<file path="src/rtl/avm_rd_pkg.sv">
// Shared types and default parameters for the avm_rd_fetch read engine.
package avm_rd_pkg;

    typedef enum logic [1:0] {
        IDLE   = 2'd0,
        ACTIVE = 2'd1,
        DRAIN  = 2'd2
    } state_e;

    localparam int DEF_DATA_WIDTH   = 32;
    localparam int DEF_ADDR_WIDTH   = 32;
    localparam int DEF_MEM_LATENCY  = 2;
    localparam int DEF_FIFO_DEPTH   = 4;
    localparam int DEF_ADDR_STEP    = 8;
    localparam int DEF_IDLE_TIMEOUT = 16;

endpackage

</file>
<file path="src/rtl/avm_rd_fifo.sv">
// First-word-fall-through output buffer: head is visible while not empty,
// flush drops every entry in one cycle.
module avm_rd_fifo #(
    parameter int DEPTH = 4,
    parameter int WIDTH = 32,
    localparam int PTR_W = $clog2(DEPTH),
    localparam int CNT_W = $clog2(DEPTH + 1)
) (
    input  logic             ap_clk,
    input  logic             ap_rst,
    input  logic             push_i,
    input  logic [WIDTH-1:0] push_data_i,
    input  logic             pop_i,
    input  logic             flush_i,
    output logic [WIDTH-1:0] head_o,
    output logic [CNT_W-1:0] count_o,
    output logic             empty_o,
    output logic             full_o
);

    logic [WIDTH-1:0] mem_q [DEPTH];
    logic [PTR_W-1:0] wr_ptr_q;
    logic [PTR_W-1:0] rd_ptr_q;
    logic [CNT_W-1:0] count_q;
    logic             push_ok;
    logic             pop_ok;

    assign empty_o = (count_q == '0);
    assign full_o  = (count_q == CNT_W'(DEPTH));
    assign push_ok = push_i & ~full_o;
    assign pop_ok  = pop_i & ~empty_o;
    assign count_o = count_q;
    // Gate the head so an empty buffer never exposes stale storage.
    assign head_o  = empty_o ? '0 : mem_q[rd_ptr_q];

    always_ff @(posedge ap_clk) begin
        if (push_ok) begin
            mem_q[wr_ptr_q] <= push_data_i;
        end
    end

    always_ff @(posedge ap_clk) begin
        if (ap_rst || flush_i) begin
            wr_ptr_q <= '0;
            rd_ptr_q <= '0;
            count_q  <= '0;
        end else begin
            if (push_ok) begin
                wr_ptr_q <= wr_ptr_q + PTR_W'(1);
            end
            if (pop_ok) begin
                rd_ptr_q <= rd_ptr_q + PTR_W'(1);
            end
            case ({push_ok, pop_ok})
                2'b10:   count_q <= count_q + CNT_W'(1);
                2'b01:   count_q <= count_q - CNT_W'(1);
                default: count_q <= count_q;
            endcase
        end
    end

endmodule

</file>
<file path="src/rtl/avm_rd_fetch.sv">
// Sequential read engine: issues credit-limited reads to a fixed-latency
// memory and streams the returned words to the bridge through a FWFT buffer.
module avm_rd_fetch
    import avm_rd_pkg::*;
#(
    parameter int DATA_WIDTH   = DEF_DATA_WIDTH,
    parameter int ADDR_WIDTH   = DEF_ADDR_WIDTH,
    parameter int MEM_LATENCY  = DEF_MEM_LATENCY,
    parameter int FIFO_DEPTH   = DEF_FIFO_DEPTH,
    parameter int ADDR_STEP    = DEF_ADDR_STEP,
    parameter int IDLE_TIMEOUT = DEF_IDLE_TIMEOUT
) (
    input  logic                  ap_clk,
    input  logic                  ap_rst,
    input  logic [ADDR_WIDTH-1:0] avm_rd_addres,
    input  logic                  avm_rd_ready,
    output logic                  avm_rd_vaild,
    output logic [DATA_WIDTH-1:0] avm_rd_data,
    output logic                  rd_ready,
    output logic                  mem_rd_en,
    output logic [ADDR_WIDTH-1:0] mem_rd_addr,
    input  logic [DATA_WIDTH-1:0] mem_rd_data,
    output logic                  busy
);

    localparam int INF_W = $clog2(MEM_LATENCY + 1);
    localparam int CNT_W = $clog2(FIFO_DEPTH + 1);
    localparam int CRD_W = $clog2(MEM_LATENCY + FIFO_DEPTH + 1);
    localparam int IDL_W = $clog2(IDLE_TIMEOUT + 1);

    state_e                  state_q;
    state_e                  state_d;
    logic                    rdy_q;
    logic [ADDR_WIDTH-1:0]   next_addr_q;
    logic [ADDR_WIDTH-1:0]   next_addr_d;
    logic [IDL_W-1:0]        idle_cnt_q;
    logic [IDL_W-1:0]        idle_cnt_d;
    logic [MEM_LATENCY-1:0]  tag_q;
    logic [MEM_LATENCY-1:0]  tag_d;
    logic [INF_W-1:0]        inflight;
    logic [CNT_W-1:0]        fifo_count;
    logic                    fifo_empty;
    logic                    fifo_full;
    logic                    fifo_push;
    logic                    fifo_pop;
    logic                    fifo_flush;
    logic                    start;
    logic                    idle_expired;
    logic                    issue;

    assign start        = avm_rd_ready & ~rdy_q;
    assign idle_expired = ~avm_rd_ready && (idle_cnt_q == IDL_W'(IDLE_TIMEOUT - 1));

    always_comb begin
        inflight = '0;
        for (int i = 0; i < MEM_LATENCY; i++) begin
            inflight = inflight + INF_W'(tag_q[i]);
        end
    end

    // State register
    always_ff @(posedge ap_clk) begin
        if (ap_rst) begin
            state_q <= IDLE;
        end else begin
            state_q <= state_d;
        end
    end

    // Next-state logic
    always_comb begin
        state_d = state_q;
        case (state_q)
            IDLE:    if (start)          state_d = ACTIVE;
            ACTIVE:  if (idle_expired)   state_d = DRAIN;
            DRAIN:   if (inflight == '0) state_d = IDLE;
            default:                     state_d = IDLE;
        endcase
    end

    // Outputs come from registered state and counters only; avm_rd_ready
    // never reaches the issue path.
    always_comb begin
        issue       = (state_q == ACTIVE) &&
                      ((CRD_W'(inflight) + CRD_W'(fifo_count)) < CRD_W'(FIFO_DEPTH));
        mem_rd_en   = issue;
        rd_ready    = issue;
        mem_rd_addr = issue ? next_addr_q : '0;
        busy        = (state_q != IDLE);
        fifo_flush  = (state_q == DRAIN) && (inflight == '0);
    end

    always_comb begin
        next_addr_d = next_addr_q;
        idle_cnt_d  = idle_cnt_q;
        if (state_q == IDLE && start) begin
            next_addr_d = avm_rd_addres;
            idle_cnt_d  = '0;
        end else if (state_q == ACTIVE) begin
            if (issue) begin
                next_addr_d = next_addr_q + ADDR_WIDTH'(ADDR_STEP);
            end
            idle_cnt_d = avm_rd_ready ? '0 : idle_cnt_q + IDL_W'(1);
        end
    end

    // Each tag marks a read whose data appears MEM_LATENCY cycles later.
    assign tag_d[0] = issue;
    for (genvar gi = 1; gi < MEM_LATENCY; gi++) begin : g_tag
        assign tag_d[gi] = tag_q[gi-1];
    end

    always_ff @(posedge ap_clk) begin
        if (ap_rst) begin
            rdy_q       <= 1'b0;
            next_addr_q <= '0;
            idle_cnt_q  <= '0;
            tag_q       <= '0;
        end else begin
            rdy_q       <= avm_rd_ready;
            next_addr_q <= next_addr_d;
            idle_cnt_q  <= idle_cnt_d;
            tag_q       <= tag_d;
        end
    end

    assign fifo_push    = tag_q[MEM_LATENCY-1];
    assign avm_rd_vaild = ~fifo_empty;
    assign fifo_pop     = avm_rd_vaild & avm_rd_ready;

    avm_rd_fifo #(
        .DEPTH (FIFO_DEPTH),
        .WIDTH (DATA_WIDTH)
    ) u_fifo (
        .ap_clk      (ap_clk),
        .ap_rst      (ap_rst),
        .push_i      (fifo_push),
        .push_data_i (mem_rd_data),
        .pop_i       (fifo_pop),
        .flush_i     (fifo_flush),
        .head_o      (avm_rd_data),
        .count_o     (fifo_count),
        .empty_o     (fifo_empty),
        .full_o      (fifo_full)
    );

    // The credit check must make this unreachable.
    a_no_overflow: assert property (@(posedge ap_clk) disable iff (ap_rst)
                                    !(fifo_push && fifo_full));

endmodule
</file>
<file path="config.mk">
export PLATFORM = sky130hd
export DESIGN_NAME = avm_rd_fetch
export DESIGN_NICKNAME = d
export VERILOG_FILES = /design/src/rtl/avm_rd_pkg.sv /design/src/rtl/avm_rd_fifo.sv /design/src/rtl/avm_rd_fetch.sv
export SDC_FILE = /design/constraint.sdc
export NUM_CORES = 1
export LEC_CHECK = 0
export ABC_CLOCK_PERIOD_IN_PS = 2650
export BUFFER_PORTS_ARGS = -buffer_cell sky130_fd_sc_hd__buf_2
export CORE_ASPECT_RATIO = 1.5
export CORE_MARGIN = 2
export CORE_UTILIZATION = 56
export CTS_CLUSTER_DIAMETER = 60
export CTS_CLUSTER_SIZE = 40
export DETAILED_ROUTE_END_ITERATION = 16
export PLACE_DENSITY_LB_ADDON = 0.15
export SETUP_SLACK_MARGIN = 0.05
export SYNTH_ARGS = -nofsm -noshare
export SYNTH_HDL_FRONTEND = slang
export SYNTH_SLANG_ARGS = --single-unit
</file>
<file path="constraint.sdc">
create_clock -name ap_clk -period 2.65 [get_ports ap_clk]
set_input_delay 0.1325 -clock ap_clk [delete_from_list [all_inputs] [get_ports ap_clk]]
set_output_delay 0.1325 -clock ap_clk [all_outputs]
set_load 0.05 [all_outputs]
</file>
==> reports/metrics.cfg <==
[outcome]
outcome = complete, no violations

[final_layout]
syn_to_final_growth_pct = 26.68
antennaDiodeCount = 0
ff_latch_area_um2 = 4868
drive_above_1_share = 0.3058
nFillCells = 983
fin_nets = 854
multi_input_area_um2 = 2865

[synthesis]
syn_avg_cell_area_um2 = 13.30
synth_cell_type_count = 56
synth_top_area_share = 0.4855
synthCells = 595
ys_ff_latch = 179
yosys-top-cells-area = edfxtp_1 49%, dfxtp_1 13%, mux4_2 9.1%, and2_1 5.3%, o21ai_0 1.9%
yosysSeqAreaShare = 0.6145
synth_top_area_cell = edfxtp_1
synth_edf_count = 128
yosys_warnings = 0
synth_flop_cell = edfxtp_1
yosys-top-cells-count = 128 x edfxtp_1, 67 x and2_1, 51 x dfxtp_1
yosysMostFrequentCell = edfxtp_1
synth_fp_nets = 674
synthesis.area_um2 = 7916
async_reset_ff_frac = 0

[routing]
viasPerCell = 6.012
drc = 0
drt_iter0_markers = 253
wl_per_cell_um = 19.21
drt-pass1-iter-count = 5
wl_um = 18310
num_vias = 5729
ant_nets = 0

[die]
initial_utilization = 0.5685
die_h_um = 149.6
die_w_um = 101.1
core_um2 = 13930
die_area_um2 = 15120
io_pins = 135
rows = 53

[placed_design]
dpl.hpwl_um = 11270
portBuffers = 134
gp_congestion = 0.9087

[global_route]
grt-ovfl-total = 0
grt_pass1_wl_um = 27990
grt_max_degree = 35
grt_use_total = 0.2400
antenna_found_initial = 0
grt_pass1_vias = 5696

[worst_setup_path]
r2r_end = next_addr_q[19]
cp_top_family = buffers and inverters
cp-end-kind = primary output
crit_required_ps = 2520
critPathArrivalTime_ps = 2370
worst_path_max_delay_cell = dfxtp_2
crit_buf_inv = 3
start_kind = register
r2r_cells = 6
crit_fanout = 17
critical_path_depth = 8
rrSetupSlack_ps = 200
r2r_start = tag_q[0]
crit_path_max_incr_delay_ps = 330
path_class = register to primary output
worstPathCellList = ha_2, ha_4, and4_4, o31ai_4, inv_2, clkbuf_16, and2_1, buf_6

[timing]
tightest_slew_ps = 616.8
finalCritPeriodShare = 0.9449
fin_crit_ps = 2504
rsz0062_at_grt = false
final.setup_skew_ps = 20.50
hold_violations = 0
slew_headroom = 0.5888
max_freq_mhz = 399.4
finalMaxSlewViolations = 0
finalSetupTns_ps = 0
setup-violations-final = 0

[pwr]
power_uw = 6828
seqPwrFrac = 0.464
clock_power_share = 0.362
combPwrFrac = 0.175
p_int_uw = 4846
swShare = 0.2903
power.density_nw_per_um2 = 680.9
p_sw_uw = 1982
peakVddDrop_mv = 0.4636
p_leak_uw = 0.003605

[clocking]
clock-sinks = 179
cts-root-buf = clkbuf_16
clockBufferDepth = 2
cts_tree = yes
clkSlewWorstSetupHoldPaths_ps = 70
cts_inserted_buffers = 17
h-tree-depth = 4
insertion_delay_ps = 430

[run]
drv_cap = 0

[hold_path]
hold_class = primary input to register
min_path_cells = 3
hold_path_end = next_addr_q[7]
min-delay-start = avm_rd_addres[7]

-- power by group through the flow --
| stage | Clock, uW | Combinational (uW) | Sequential [uW] |
|---|---|---|---|
| 5_1_grt | 2610 | 1280 | 3180 |
| 4_1_cts | 2520 | 1170 | 3160 |
| 3_3_place_gp | 0 | 1080 | 3210 |
| 6_report | 2470 | 1190 | 3160 |
| 2_1_floorplan | 0 | 836 | 3180 |
| 3_5_place_dp | 0 | 1100 | 3220 |
-- how the worst max path moves through the flow --
stage                                   end               from  slack, ps
final                        mem_rd_addr[2]           tag_q[0]        150
after global routing      u_fifo.count_o[2]  u_fifo.count_o[2]         50
after CTS                   mem_rd_addr[19]           tag_q[0]        100
after detailed placement    next_addr_q[19]           tag_q[0]         80
after global placement      next_addr_q[19]           tag_q[0]        160
after floorplan             mem_rd_addr[22]           tag_q[0]        150
-- state kept, by name, indices dropped and copies added, names as in the netlist, named ones only --
| signal | flops |
|---|---|
| next_addr_q | 32 |
| u_fifo.mem_q | 128 |
| idle_cnt_q | 5 |
| u_fifo.rd_ptr_q | 2 |
| u_fifo.wr_ptr_q | 2 |
| tag_q | 2 |
| state_q | 2 |
| u_fifo.count_o | 3 |
| rdy_q | 1 |
-- routing by layer --
metal	routed length [um]	global-route usage	vias up
met5	0	0	-
met4	533	0.1000	0
met3	899	0.04250	34
met2	10210	0.4487	208
met1	6658	0.2618	2821
li1	-	-	2666
-- stage by stage --
stage          instance area, um^2    util  cells  worst slack (ps)  hold WS, ps
5_1_grt                      10030  0.7201    953             54.38        21.77
3_5_place_dp                  8785  0.6308    877             79.14        349.3
3_3_place_gp                  8785  0.6308    877             156.1        343.1
4_1_cts                       9881  0.7095    950             95.25        2.192
2_1_floorplan                 7918       -    595             146.6        231.4
6_report                     10030  0.7201    953             146.0        13.08
-- worst min-delay path: cells and delay by family --
family,cells,cell delay [ps]
compound gates,2,190
buf+inv,1,70
-- kinds of logic after synthesis --
logic type / count (synthesis) / share of synthesized area
AND/OR/NAND/NOR: 215 / 0.1549
buffers and inverters: 53 / 0.03193
AO/OA/AOI/OAI: 96 / 0.07855
multiplexers: 34 / 0.09357
XOR/XNOR: 6 / 0.006639
flip-flops: 179 / 0.6145
adder cells (fa/ha/maj): 12 / 0.01991
-- final cells by class --
cell class	count	area share
sequential	179	0.4855
inverter	17	0.006363
timing repair buffer	196	0.1427
multi-input combinational	364	0.2857
tap	165	0.02059
clock inverter	15	0.01672
clock buffer	17	0.04242
-- layout by cell type (no fill, tap or decap), drive strengths merged, types with 12 or more instances in the layout --
cell	Yosys	routed
a21oi	14	14
nand2	26	26
mux4	32	32
o21ai	30	30
nor2	28	28
clkbuf	28	19
nand4	14	14
o31ai	14	14
inv	16	23
dlygate4sd3	0	40
or4	16	16
buf	8	154
dfxtp	51	51
a31oi	18	18
edfxtp	128	128
nand3	14	14
and2	69	69
nor3	12	12
-- repair_timing --
item,CTS,global route
setup endpoints to repair,30,29
endpoints found under the hold margin,136,0
setup buffers,1,0
cloned,0,3
hold buffers,40,0
resized for setup,29,30
pin swaps,2,2
(Power assumes the default switching activity.)
